**config.mk**
```make
export PLATFORM = sky130hd
export DESIGN_NAME = noc_vc_buffer_flat
export DESIGN_NICKNAME = d
export VERILOG_FILES = /design/src/rtl/noc_vc_buffer_if.sv /design/src/rtl/noc_vc_buffer.sv /design/src/flat_wrapper.sv
export SDC_FILE = /design/constraint.sdc
export NUM_CORES = 1
export LEC_CHECK = 0
export CELL_PAD_IN_SITES_DETAIL_PLACEMENT = 1
export CELL_PAD_IN_SITES_GLOBAL_PLACEMENT = 2
export CORE_MARGIN = 2
export CORE_UTILIZATION = 46
export CTS_BUF_LIST = sky130_fd_sc_hd__clkbuf_2
export CTS_CLUSTER_DIAMETER = 80
export DETAILED_ROUTE_END_ITERATION = 10
export PLACE_DENSITY_LB_ADDON = 0.08
export SLEW_MARGIN = 20
export SYNTH_ARGS = -nofsm -noshare
export SYNTH_HDL_FRONTEND = slang
export SYNTH_SLANG_ARGS = --single-unit
```
**constraint.sdc**
```tcl
create_clock -name clk -period 5.6 [get_ports clk]
set_clock_uncertainty 0.2 [all_clocks]
set_input_delay 1.12 -clock clk [delete_from_list [all_inputs] [get_ports clk]]
set_output_delay 1.12 -clock clk [all_outputs]
set_load 0.01 [all_outputs]
```
**src/rtl/noc_vc_buffer_if.sv**
```systemverilog
// Link bundle between an upstream flit source, the VC input buffer and the downstream consumer.
// The slave modport is the buffer's view; the master modport is the driving environment.
interface noc_vc_buffer_if #(
  parameter int FLIT_WIDTH = 32,
  parameter int CHANNELS   = 2,
  parameter int DEPTH      = 8
);
  localparam int CW = $clog2(DEPTH) + 1;

  logic [FLIT_WIDTH-1:0]  in_flit;
  logic                   in_last;
  logic [CHANNELS-1:0]    in_valid;
  logic [CHANNELS-1:0]    in_ready;
  logic [FLIT_WIDTH-1:0]  out_flit;
  logic                   out_last;
  logic                   out_valid;
  logic [CHANNELS-1:0]    out_vc;
  logic                   out_ready;
  logic [CHANNELS*CW-1:0] fill_count;

  modport master (
    output in_flit, in_last, in_valid, out_ready,
    input  in_ready, out_flit, out_last, out_valid, out_vc, fill_count
  );

  modport slave (
    input  in_flit, in_last, in_valid, out_ready,
    output in_ready, out_flit, out_last, out_valid, out_vc, fill_count
  );
endinterface

```
**src/rtl/noc_vc_buffer.sv**
```systemverilog
// Per-VC FIFOs (RAM plus a head register) merged onto one output link by a
// packet-locked round-robin arbiter, so packets from different VCs never interleave.
module noc_vc_buffer #(
  parameter int FLIT_WIDTH = 32,
  parameter int CHANNELS   = 2,
  parameter int DEPTH      = 8
) (
  input logic             clk,
  input logic             rst_n,
  noc_vc_buffer_if.slave  bus
);
  localparam int AW = $clog2(DEPTH);
  localparam int CW = AW + 1;
  localparam int VW = $clog2(CHANNELS);

  if (DEPTH < 2 || (DEPTH & (DEPTH - 1)) != 0) begin : g_depth_check
    $fatal(1, "noc_vc_buffer: DEPTH must be a power of 2 and at least 2");
  end
  if (CHANNELS < 2) begin : g_channel_check
    $fatal(1, "noc_vc_buffer: CHANNELS must be at least 2");
  end

  logic [CHANNELS-1:0]                 head_valid;
  logic [CHANNELS-1:0]                 head_last_all;
  logic [CHANNELS-1:0][FLIT_WIDTH-1:0] head_flit_all;
  logic [CHANNELS-1:0]                 wr_en;
  logic [CHANNELS-1:0]                 rd_en;

  logic [VW-1:0] grant;
  logic [VW-1:0] rr_idx;
  logic [VW:0]   rr_k;
  logic          rr_found;
  logic          out_valid_int;
  logic [VW-1:0] rr_ptr_reg;
  logic [VW-1:0] lock_vc_reg;
  logic [VW-1:0] hold_vc_reg;
  logic          lock_reg;
  logic          hold_reg;

  genvar gi;
  generate
    for (gi = 0; gi < CHANNELS; gi++) begin : g_vc
      logic [FLIT_WIDTH:0]   mem [DEPTH];
      logic [AW-1:0]         wr_ptr_reg;
      logic [AW-1:0]         rd_ptr_reg;
      logic [CW-1:0]         count_reg;
      logic [FLIT_WIDTH-1:0] head_flit_reg;
      logic                  head_last_reg;
      logic                  through;
      logic                  refill;

      assign head_valid[gi]    = (count_reg != '0);
      assign head_flit_all[gi] = head_flit_reg;
      assign head_last_all[gi] = head_last_reg;
      assign bus.in_ready[gi]  = (count_reg <= CW'(DEPTH));
      assign bus.fill_count[gi*CW +: CW] = count_reg;

      assign wr_en[gi] = bus.in_valid[gi] & bus.in_ready[gi];
      assign rd_en[gi] = out_valid_int & bus.out_ready & (grant == VW'(gi));
      // An empty head, or one being drained with nothing behind it, takes the flit directly.
      assign through = (count_reg == '0) || ((count_reg == CW'(1)) && rd_en[gi]);
      assign refill  = rd_en[gi] && (count_reg > CW'(1));

      always_ff @(posedge clk or negedge rst_n) begin
        if (!rst_n) begin
          count_reg  <= '0;
          wr_ptr_reg <= '0;
          rd_ptr_reg <= '0;
        end else begin
          if (wr_en[gi] && !through) wr_ptr_reg <= wr_ptr_reg + AW'(1);
          if (refill)                rd_ptr_reg <= rd_ptr_reg + AW'(1);
          if (wr_en[gi] && !rd_en[gi])      count_reg <= count_reg + CW'(1);
          else if (rd_en[gi] && !wr_en[gi]) count_reg <= count_reg - CW'(1);
        end
      end

      always_ff @(posedge clk) begin
        if (wr_en[gi] && !through) mem[wr_ptr_reg] <= {bus.in_last, bus.in_flit};
        if (wr_en[gi] && through)  {head_last_reg, head_flit_reg} <= {bus.in_last, bus.in_flit};
        else if (refill)           {head_last_reg, head_flit_reg} <= mem[rd_ptr_reg];
      end
    end
  endgenerate

  always_comb begin
    rr_found = 1'b0;
    rr_idx   = rr_ptr_reg;
    rr_k     = '0;
    for (int i = 0; i < CHANNELS; i++) begin
      rr_k = {1'b0, rr_ptr_reg} + (VW+1)'(i);
      if (rr_k >= (VW+1)'(CHANNELS)) rr_k = rr_k - (VW+1)'(CHANNELS);
      if (!rr_found && head_valid[rr_k[VW-1:0]]) begin
        rr_found = 1'b1;
        rr_idx   = rr_k[VW-1:0];
      end
    end
    if (lock_reg)      grant = lock_vc_reg;
    else if (hold_reg) grant = hold_vc_reg;
    else               grant = rr_idx;
    out_valid_int = head_valid[grant];
  end

  assign bus.out_valid = out_valid_int;
  assign bus.out_flit  = head_flit_all[grant];
  assign bus.out_last  = head_last_all[grant];
  assign bus.out_vc    = out_valid_int ? (CHANNELS'(1) << grant) : '0;

  always_ff @(posedge clk or negedge rst_n) begin
    if (!rst_n) begin
      rr_ptr_reg  <= '0;
      lock_reg    <= 1'b0;
      lock_vc_reg <= '0;
      hold_reg    <= 1'b0;
      hold_vc_reg <= '0;
    end else if (out_valid_int) begin
      if (bus.out_ready) begin
        hold_reg <= 1'b0;
        if (bus.out_last) begin
          lock_reg   <= 1'b0;
          rr_ptr_reg <= (grant == VW'(CHANNELS - 1)) ? '0 : grant + VW'(1);
        end else begin
          lock_reg    <= 1'b1;
          lock_vc_reg <= grant;
        end
      end else begin
        // A stalled offer stays pinned to its VC until it is taken.
        hold_reg    <= 1'b1;
        hold_vc_reg <= grant;
      end
    end
  end

  a_in_valid_onehot: assert property (@(posedge clk) disable iff (!rst_n) $onehot0(bus.in_valid));

endmodule

```
**src/flat_wrapper.sv**
```systemverilog
// flat-port wrapper written by rule: the top's interface ports become plain ports
module noc_vc_buffer_flat 
#(
  parameter int FLIT_WIDTH = 32,
  parameter int CHANNELS   = 2,
  parameter int DEPTH      = 8
)
  (clk, rst_n, bus_in_flit, bus_in_last, bus_in_valid, bus_out_ready, bus_in_ready, bus_out_flit, bus_out_last, bus_out_valid, bus_out_vc, bus_fill_count);
  noc_vc_buffer_if #(.FLIT_WIDTH(FLIT_WIDTH), .CHANNELS(CHANNELS), .DEPTH(DEPTH)) bus_i ();
  input logic clk;
  input logic rst_n;
  input wire logic [$bits(bus_i.in_flit)-1:0] bus_in_flit;
  input wire logic [$bits(bus_i.in_last)-1:0] bus_in_last;
  input wire logic [$bits(bus_i.in_valid)-1:0] bus_in_valid;
  input wire logic [$bits(bus_i.out_ready)-1:0] bus_out_ready;
  output wire logic [$bits(bus_i.in_ready)-1:0] bus_in_ready;
  output wire logic [$bits(bus_i.out_flit)-1:0] bus_out_flit;
  output wire logic [$bits(bus_i.out_last)-1:0] bus_out_last;
  output wire logic [$bits(bus_i.out_valid)-1:0] bus_out_valid;
  output wire logic [$bits(bus_i.out_vc)-1:0] bus_out_vc;
  output wire logic [$bits(bus_i.fill_count)-1:0] bus_fill_count;
  assign bus_i.in_flit = bus_in_flit;
  assign bus_i.in_last = bus_in_last;
  assign bus_i.in_valid = bus_in_valid;
  assign bus_i.out_ready = bus_out_ready;
  assign bus_in_ready = bus_i.in_ready;
  assign bus_out_flit = bus_i.out_flit;
  assign bus_out_last = bus_i.out_last;
  assign bus_out_valid = bus_i.out_valid;
  assign bus_out_vc = bus_i.out_vc;
  assign bus_fill_count = bus_i.fill_count;
  noc_vc_buffer #(.FLIT_WIDTH(FLIT_WIDTH), .CHANNELS(CHANNELS), .DEPTH(DEPTH)) u_core (.clk(clk), .rst_n(rst_n), .bus(bus_i));
endmodule
```
Yosys cells after proc, flatten, opt, wreduce, memory -nomap -nowiden

Memory sizes are Yosys's and may differ from the RTL's.
Index checks and enable logic that the tools add are counted.

Add/sub/neg operators: 12
Magnitude comparators: 9
Eq/ne operators: 2
Shift operators: 1
Muxes and demuxes: 37
Bitwise operators: 8
Reductions and logical operators: 34

Operators with widths:

| cell                                                              | count |
|---|---|
| 2-to-1 mux 32 bit                                                 | 6 |
| 2-to-1 mux 1 bit                                                  | 26 |
| 2-to-1 mux 4 bit                                                  | 4 |
| logical AND 1 bit                                                 | 13 |
| adder 3 x 1 -> 3 bit, second input constant                       | 4 |
| adder 4 x 1 -> 4 bit, second input constant                       | 2 |
| == test 4 x 1 -> 1 bit, second input constant                     | 2 |
| > comparator 4 x 1 -> 1 bit, second input constant                | 2 |
| less-or-equal comparator 4 bit, second input constant             | 2 |
| zero test 4 bit                                                   | 2 |
| nonzero test 2 bit                                                | 4 |
| nonzero test 4 bit                                                | 2 |
| subtractor 4 x 1 -> 4 bit, second input constant                  | 2 |
| zero test 1 bit                                                   | 7 |
| < comparator 1 x 2 -> 1 bit, second input constant                | 3 |
| AND reduction 3 bit                                               | 2 |
| bitwise AND 1 bit                                                 | 5 |
| AND reduction 2 bit                                               | 2 |
| inverter 1 bit                                                    | 3 |
| adder 1 x 1 -> 2 bit, second input constant                       | 1 |
| greater-or-equal comparator 1 x 2 -> 1 bit, second input constant | 1 |
| greater-or-equal comparator 2 bit, second input constant          | 1 |
| logical OR 1 bit                                                  | 2 |
| 2-to-1 mux 2 bit                                                  | 1 |
| 3 further kinds                                                   | 4 |

Register bits: 91
Bits in writable memories: 528
Output and inout bits: 46
Logic and storage cells: 120
Memories: 2

Memory list:

| name               | depth | bits a word | read ports | clocked after memory_dff | write ports | line                | source |
|---|---|---|---|---|---|---|---|
| u_core.g_vc[0].mem | 8     | 33          | 1          | 0                        | 1           | noc_vc_buffer.sv:43 | `logic [FLIT_WIDTH:0] mem [DEPTH];` |
| u_core.g_vc[1].mem | 8     | 33          | 1          | 0                        | 1           | noc_vc_buffer.sv:43 |  |

Longest topological paths before layout

Word-level depth: 20
Mapped depth: 10

Worst setup path before layout

Ideal clock, no wire load.

Kind: reg-to-reg
Start: reg u_core.g_vc[0].count_reg[0]
End: mem u_core.g_vc[0].mem[2][0] (netlist bit) (enable)
Library setup time: 0.518 ns
Data arrival time: 5.297 ns
Data required time: 4.882 ns
Path slack: -0.414 ns
Stages on the path, launching flop included: 8
Period minus slack after synthesis: 6.014 ns
Path through: dfrtp_1 > inv_1 > ha_1 > or3b_4 > maj3_2 > o21ai_2 > nand2_1 > nor4b_1

Longest elaborated chain between the ends: 19
Elaborated cells between the ends (all ways): 27
Those cells by class: order compare: 1; eq/ne: 1; mux: 13; bitwise: 4; reduce/logical: 8

RTL lines:

| what                                                 | line                 | source |
|---|---|---|
| from (decl)                                          | noc_vc_buffer.sv:46  | `logic [CW-1:0] count_reg;` |
| from (signal assigned)                               | noc_vc_buffer.sv:72  | `if (wr_en[gi] && !rd_en[gi]) count_reg <= count_reg + CW'(1);` |
| from (signal assigned)                               | noc_vc_buffer.sv:73  | `else if (rd_en[gi] && !wr_en[gi]) count_reg <= count_reg - CW'(1);` |
| nonzero test 4 bit                                   | noc_vc_buffer.sv:52  | `assign head_valid[gi] = (count_reg != '0);` |
| 2-to-1 mux 1 bit (not written as such) (2 in series) | noc_vc_buffer.sv:92  | `if (!rr_found && head_valid[rr_k[VW-1:0]]) begin` |
| 2-to-1 mux 1 bit                                     | noc_vc_buffer.sv:92  |  |
| zero test 1 bit                                      | noc_vc_buffer.sv:92  |  |
| logical AND 1 bit                                    | noc_vc_buffer.sv:92  |  |
| 2-to-1 mux 1 bit                                     | noc_vc_buffer.sv:92  |  |
| 2-to-1 mux 1 bit                                     | noc_vc_buffer.sv:98  | `else if (hold_reg) grant = hold_vc_reg;` |
| 2-to-1 mux 1 bit                                     | noc_vc_buffer.sv:97  | `if (lock_reg) grant = lock_vc_reg;` |
| 2-to-1 mux 1 bit (not written as such) (2 in series) | noc_vc_buffer.sv:100 | `out_valid_int = head_valid[grant];` |
| bitwise AND 1 bit (2 in series)                      | noc_vc_buffer.sv:59  | `assign rd_en[gi] = out_valid_int & bus.out_ready & (grant == VW'(gi));` |
| logical AND 1 bit                                    | noc_vc_buffer.sv:61  | `assign through = (count_reg == '0) \|\| ((count_reg == CW'(1)) && rd_en[gi]);` |
| logical OR 1 bit                                     | noc_vc_buffer.sv:61  |  |
| zero test 1 bit                                      | noc_vc_buffer.sv:78  | `if (wr_en[gi] && !through) mem[wr_ptr_reg] <= {bus.in_last, bus.in_flit};` |
| logical AND 1 bit (*)                                | noc_vc_buffer.sv:78  |  |
| 2-to-1 mux 1 bit (*)                                 | noc_vc_buffer.sv:78  |  |
| 2-to-1 mux 1 bit (not written as such) (*)           | noc_vc_buffer.sv:78  |  |
| to (decl)                                            | noc_vc_buffer.sv:43  |  |

Every way passes the cells marked *; elsewhere a longest branch is shown, timed or not. The select of a mux whose other input is x is not followed.

Worst setup path in the final report

Start: reg u_core.g_vc[1].count_reg[0]
End: out bus_out_flit[29]

Longest elaborated chain between the ends: 11
Elaborated cells between the ends (all ways): 14
Those cells by class: mux: 11; reduce/logical: 3

RTL lines:

| what                                                      | line                 | source |
|---|---|---|
| from (decl)                                               | noc_vc_buffer.sv:46  |  |
| from (signal assigned)                                    | noc_vc_buffer.sv:72  |  |
| from (signal assigned)                                    | noc_vc_buffer.sv:73  |  |
| nonzero test 4 bit (*)                                    | noc_vc_buffer.sv:52  |  |
| 2-to-1 mux 1 bit (not written as such) (2 in series)      | noc_vc_buffer.sv:92  |  |
| 2-to-1 mux 1 bit                                          | noc_vc_buffer.sv:92  |  |
| zero test 1 bit                                           | noc_vc_buffer.sv:92  |  |
| logical AND 1 bit                                         | noc_vc_buffer.sv:92  |  |
| 2-to-1 mux 1 bit (*)                                      | noc_vc_buffer.sv:92  |  |
| 2-to-1 mux 1 bit (*)                                      | noc_vc_buffer.sv:98  |  |
| 2-to-1 mux 1 bit (*)                                      | noc_vc_buffer.sv:97  |  |
| 2-to-1 mux 32 bit (not written as such) (*) (2 in series) | noc_vc_buffer.sv:104 | `assign bus.out_flit = head_flit_all[grant];` |
| to (decl)                                                 | flat_wrapper.sv:17   | `output wire logic [$bits(bus_i.out_flit)-1:0] bus_out_flit;` |

Marks and branches as above.

==> metrics.log <==
[metrics] upper clock frequency limit: 0.186 GHz
[metrics] Port Buffer Count: 83
[metrics] overall global routing resource usage: 0.204
[metrics] syn_area_per_cell: 21.2 sq um
[metrics] Setup-failing EPs final: 0
[metrics] post-synth top area share: 0.726
[metrics] largest area contributor in the synthesized netlist: sky130_fd_sc_hd__edfxtp_1
[metrics] peak supply drop: about 0.00025 V
[metrics] Post-synth top cells: sky130_fd_sc_hd__edfxtp_1 (594), sky130_fd_sc_hd__mux4_2 (132), sky130_fd_sc_hd__mux2_2 (87)
[metrics] largest net degree at the start of global routing: 69
[metrics] final design utilization: 0.533
[metrics] Hold Path Class: reg2reg
[metrics] power per cell area: 523 nW/um^2
[metrics] post-synthesis instance total: ~1,200
[metrics] number of buffers added by the clock tree synthesis step: around 160
[metrics] fraction of the yosys area taken by sequential cells: 0.751
[metrics] WL met3: 2180 um
[metrics] Final Hold Violating Endpoints: 0
[metrics] total number of clock tree sinks: 619
[metrics] total I/O pin count: 84
[metrics] remaining routing DRC violations: 0
[metrics] relative max-transition margin: 0.243
[metrics] crit end category: output port
[metrics] top routing layer in use: met4
[metrics] period utilization: 0.958
[metrics] TritonCTS clock tree: built
[metrics] number of detailed-route iterations in the first pass: 5
[metrics] transition time at the pin with the least slew margin: 1.14 ns
[metrics] top post-synthesis cells by area: sky130_fd_sc_hd__edfxtp_1 (73%), sky130_fd_sc_hd__mux4_2 (12%), sky130_fd_sc_hd__mux2_2 (4.0%)
[metrics] Post-Syn Area: 24,600 sq um
[metrics] via count of the first global-routing pass: 13,300
[metrics] half-perimeter wire length of the detailed placement result: 31,200 um
[metrics] Power Total: approximately 0.015 W
[metrics] clk slew on worst S/H paths: 0.10 ns
[metrics] antenna violation net count after detailed routing: 0
[metrics] layout-stage area growth over the synthesis result: 14.3%
[metrics] run status: complete, no violations
[metrics] total overflow reported by the global router: 0
[metrics] number of H-tree levels: 4
[metrics] wire per inst: 25.0 um
[metrics] largest fanout on the critical path: 10
[metrics] fin nets: around 1,400
[metrics] DP Cell Count: 1,909
[metrics] count of standard-cell rows: 84
[metrics] final critical path time including I/O delays and setup: 5.37 ns
[metrics] final std cells w/o fill: 2,190
[metrics] initial antenna violation count: 2
[metrics] most common flop cell mapped by yosys: sky130_fd_sc_hd__edfxtp_1
[metrics] die area: 55,300 sq um
[metrics] critical path arrival: roughly 4 ns
[metrics] Die W: between 200 and 250 um
[metrics] number of synthesized flops with an enable pin: 594
[metrics] number of synthesis warnings: 0
[metrics] nature of the critical path startpoint: flop
[metrics] total routed wirelength: around 55,000 um
[metrics] Worst EP required: about 4.3 ns
[metrics] fraction of final layout cells with drive strength greater than 1: 0.367
[metrics] total via count in the routed design: 12,200
[metrics] clock insertion delay at the later pin of the skew report: ~1.3 ns
[metrics] category of the most critical setup path: reg2out
[metrics] post-synth net total: 1,208
[metrics] share of synthesized registers carrying an async set or reset: 0.0404
[metrics] vias per cell: 5.55
[metrics] final count of pins violating max slew: 0
[metrics] Initial Utilization: 0.467
[metrics] total met2 wirelength after detailed routing: roughly 27,000 um
[metrics] most instantiated library cell after synthesis: sky130_fd_sc_hd__edfxtp_1
[metrics] floorplan die height: 235 um
[metrics] library cells used by synthesis: 52
[metrics] master cell of the clock root buffer: sky130_fd_sc_hd__clkbuf_2
[metrics] Std-Cell Core Area: about 53,000 sq um
[metrics] placed cell areas: 26,400 sq um
[metrics] max FFs per register: 528
[metrics] violation count after the first detailed-routing iteration: 710
[metrics] cell area after layout: 28,100 sq um
[metrics] leakage power total: 9.43 nW
[metrics] Longest Clk Path Bufs: 3
[metrics] global-route wire length before repair: 83,100 um
[metrics] Post-Route M1 WL: 24,300 um
[metrics] number of flip-flops and latches in the synthesized netlist: a little over 600
[metrics] final RePlAce weighted congestion: 0.727
[metrics] worst reg2reg setup slack: 1.70 ns
[metrics] Maximum Capacitance Violations: 0
[cells in the final DEF, fill, tap and decap left out, types with 11 or more instances in the layout]
master / netlist / routed
sky130_fd_sc_hd__clkbuf_2: 0 / 233
sky130_fd_sc_hd__a21oi_1: 73 / 73
sky130_fd_sc_hd__edfxtp_1: 594 / 594
sky130_fd_sc_hd__mux2i_1: 35 / 35
sky130_fd_sc_hd__dfrtp_1: 25 / 18
sky130_fd_sc_hd__mux2_1: 16 / 16
sky130_fd_sc_hd__clkinv_1: 0 / 26
sky130_fd_sc_hd__buf_4: 7 / 39
sky130_fd_sc_hd__clkdlybuf4s50_1: 0 / 77
sky130_fd_sc_hd__mux4_2: 132 / 132
sky130_fd_sc_hd__inv_1: 12 / 12
sky130_fd_sc_hd__mux2_2: 87 / 87
sky130_fd_sc_hd__nand2_1: 16 / 15
sky130_fd_sc_hd__ha_1: 12 / 11
[per-layer routing]
layer	track usage	vias up
li1	-	5337
met1	0.270	6472
met5	0	-
met3	0.0435	74
met4	0.0838	0
met2	0.330	273
[final cells by class]
class	count	area (sq um)
timing repair buffer	130	1310
inverter	12	45.0
clock buffer	233	1170
sequential	619	18500
tap	688	861
clock inverter	39	285
antenna	2	5.00
multi-input combinational	467	5930
fill	4746	24600
[worst paths after layout]
check | to | cells past startpoint | start
min | u_core.lock_vc_reg$_DFFE_PN0P_ | 1 | u_core.lock_vc_reg$_DFFE_PN0P_
max reg2reg | u_core.g_vc[1].mem[7][20]$_DFFE_PP_ | 8 | u_core.g_vc[0].count_reg[0]$_DFFE_PN0P_
min in group asynchronous | u_core.hold_reg$_DFFE_PN0N_ | 3 | rst_n
max in group asynchronous | u_core.g_vc[0].rd_ptr_reg[1]$_DFFE_PN0P_ | 3 | rst_n
min reg2reg | u_core.lock_vc_reg$_DFFE_PN0P_ | 1 | u_core.lock_vc_reg$_DFFE_PN0P_
max | bus_out_flit[29] | 10 | u_core.g_vc[1].count_reg[0]$_DFFE_PN0P_
[critical path, cell delays in order, from the launching register on]
cell and delay (ns):
sky130_fd_sc_hd__dfrtp_2 0.42, sky130_fd_sc_hd__inv_1 0.10, sky130_fd_sc_hd__ha_4 0.18, sky130_fd_sc_hd__or3b_4 0.41, sky130_fd_sc_hd__maj3_2 0.35, sky130_fd_sc_hd__a21oi_4 0.15
sky130_fd_sc_hd__buf_12 0.14, sky130_fd_sc_hd__buf_12 0.11, sky130_fd_sc_hd__buf_16 0.13, sky130_fd_sc_hd__mux2_2 0.33, sky130_fd_sc_hd__clkdlybuf4s50_1 0.48
[where the power goes]
| group | switching (W) | leakage [nW] | internal [W] | total (W) |
|---|---|---|---|---|
| registers | 0.000747 | 5.68 | 0.00606 | 0.00681 |
| logic | 0.00214 | 2.65 | 0.00261 | 0.00475 |
| clock network | 0.00180 | 1.11 | 0.00133 | 0.00313 |
| total | 0.00469 | 9.43 | 0.0100 | 0.0147 |
[kinds of logic (layout without fill, tap and decap cells)]
kind of cell    Yosys count  count (layout)  synth area share
compound gates           97              97            0.0229
xor+xnor                 16              16           0.00570
fa+ha+maj                14              14           0.00703
buf+inv                  72             414            0.0143
flops                   619             619             0.751
mux                     270             270             0.182
other cells               0               2                 0
simple gates             70              70            0.0163
[stage by stage]
step,TNS [ns],setup slack (ns),hold WS [ns]
after floorplan,0,0.491,0.265
after global placement,0,0.958,0.307
after detailed placement,0,0.923,0.315
after CTS,0,0.00132,0.185
after global routing,-0.0564,-0.0135,0.276
final,0,0.232,0.334
[what timing repair did]
action,4_1_cts,5_1_grt
endpoints found under the setup margin,34,17
pin swaps,1,0
cloned,2,0
hold buffers,1,0
hold endpoints to repair,25,0
gates resized for setup,11,7
setup buffers,4,0
Power figures use the tool's default switching activity.
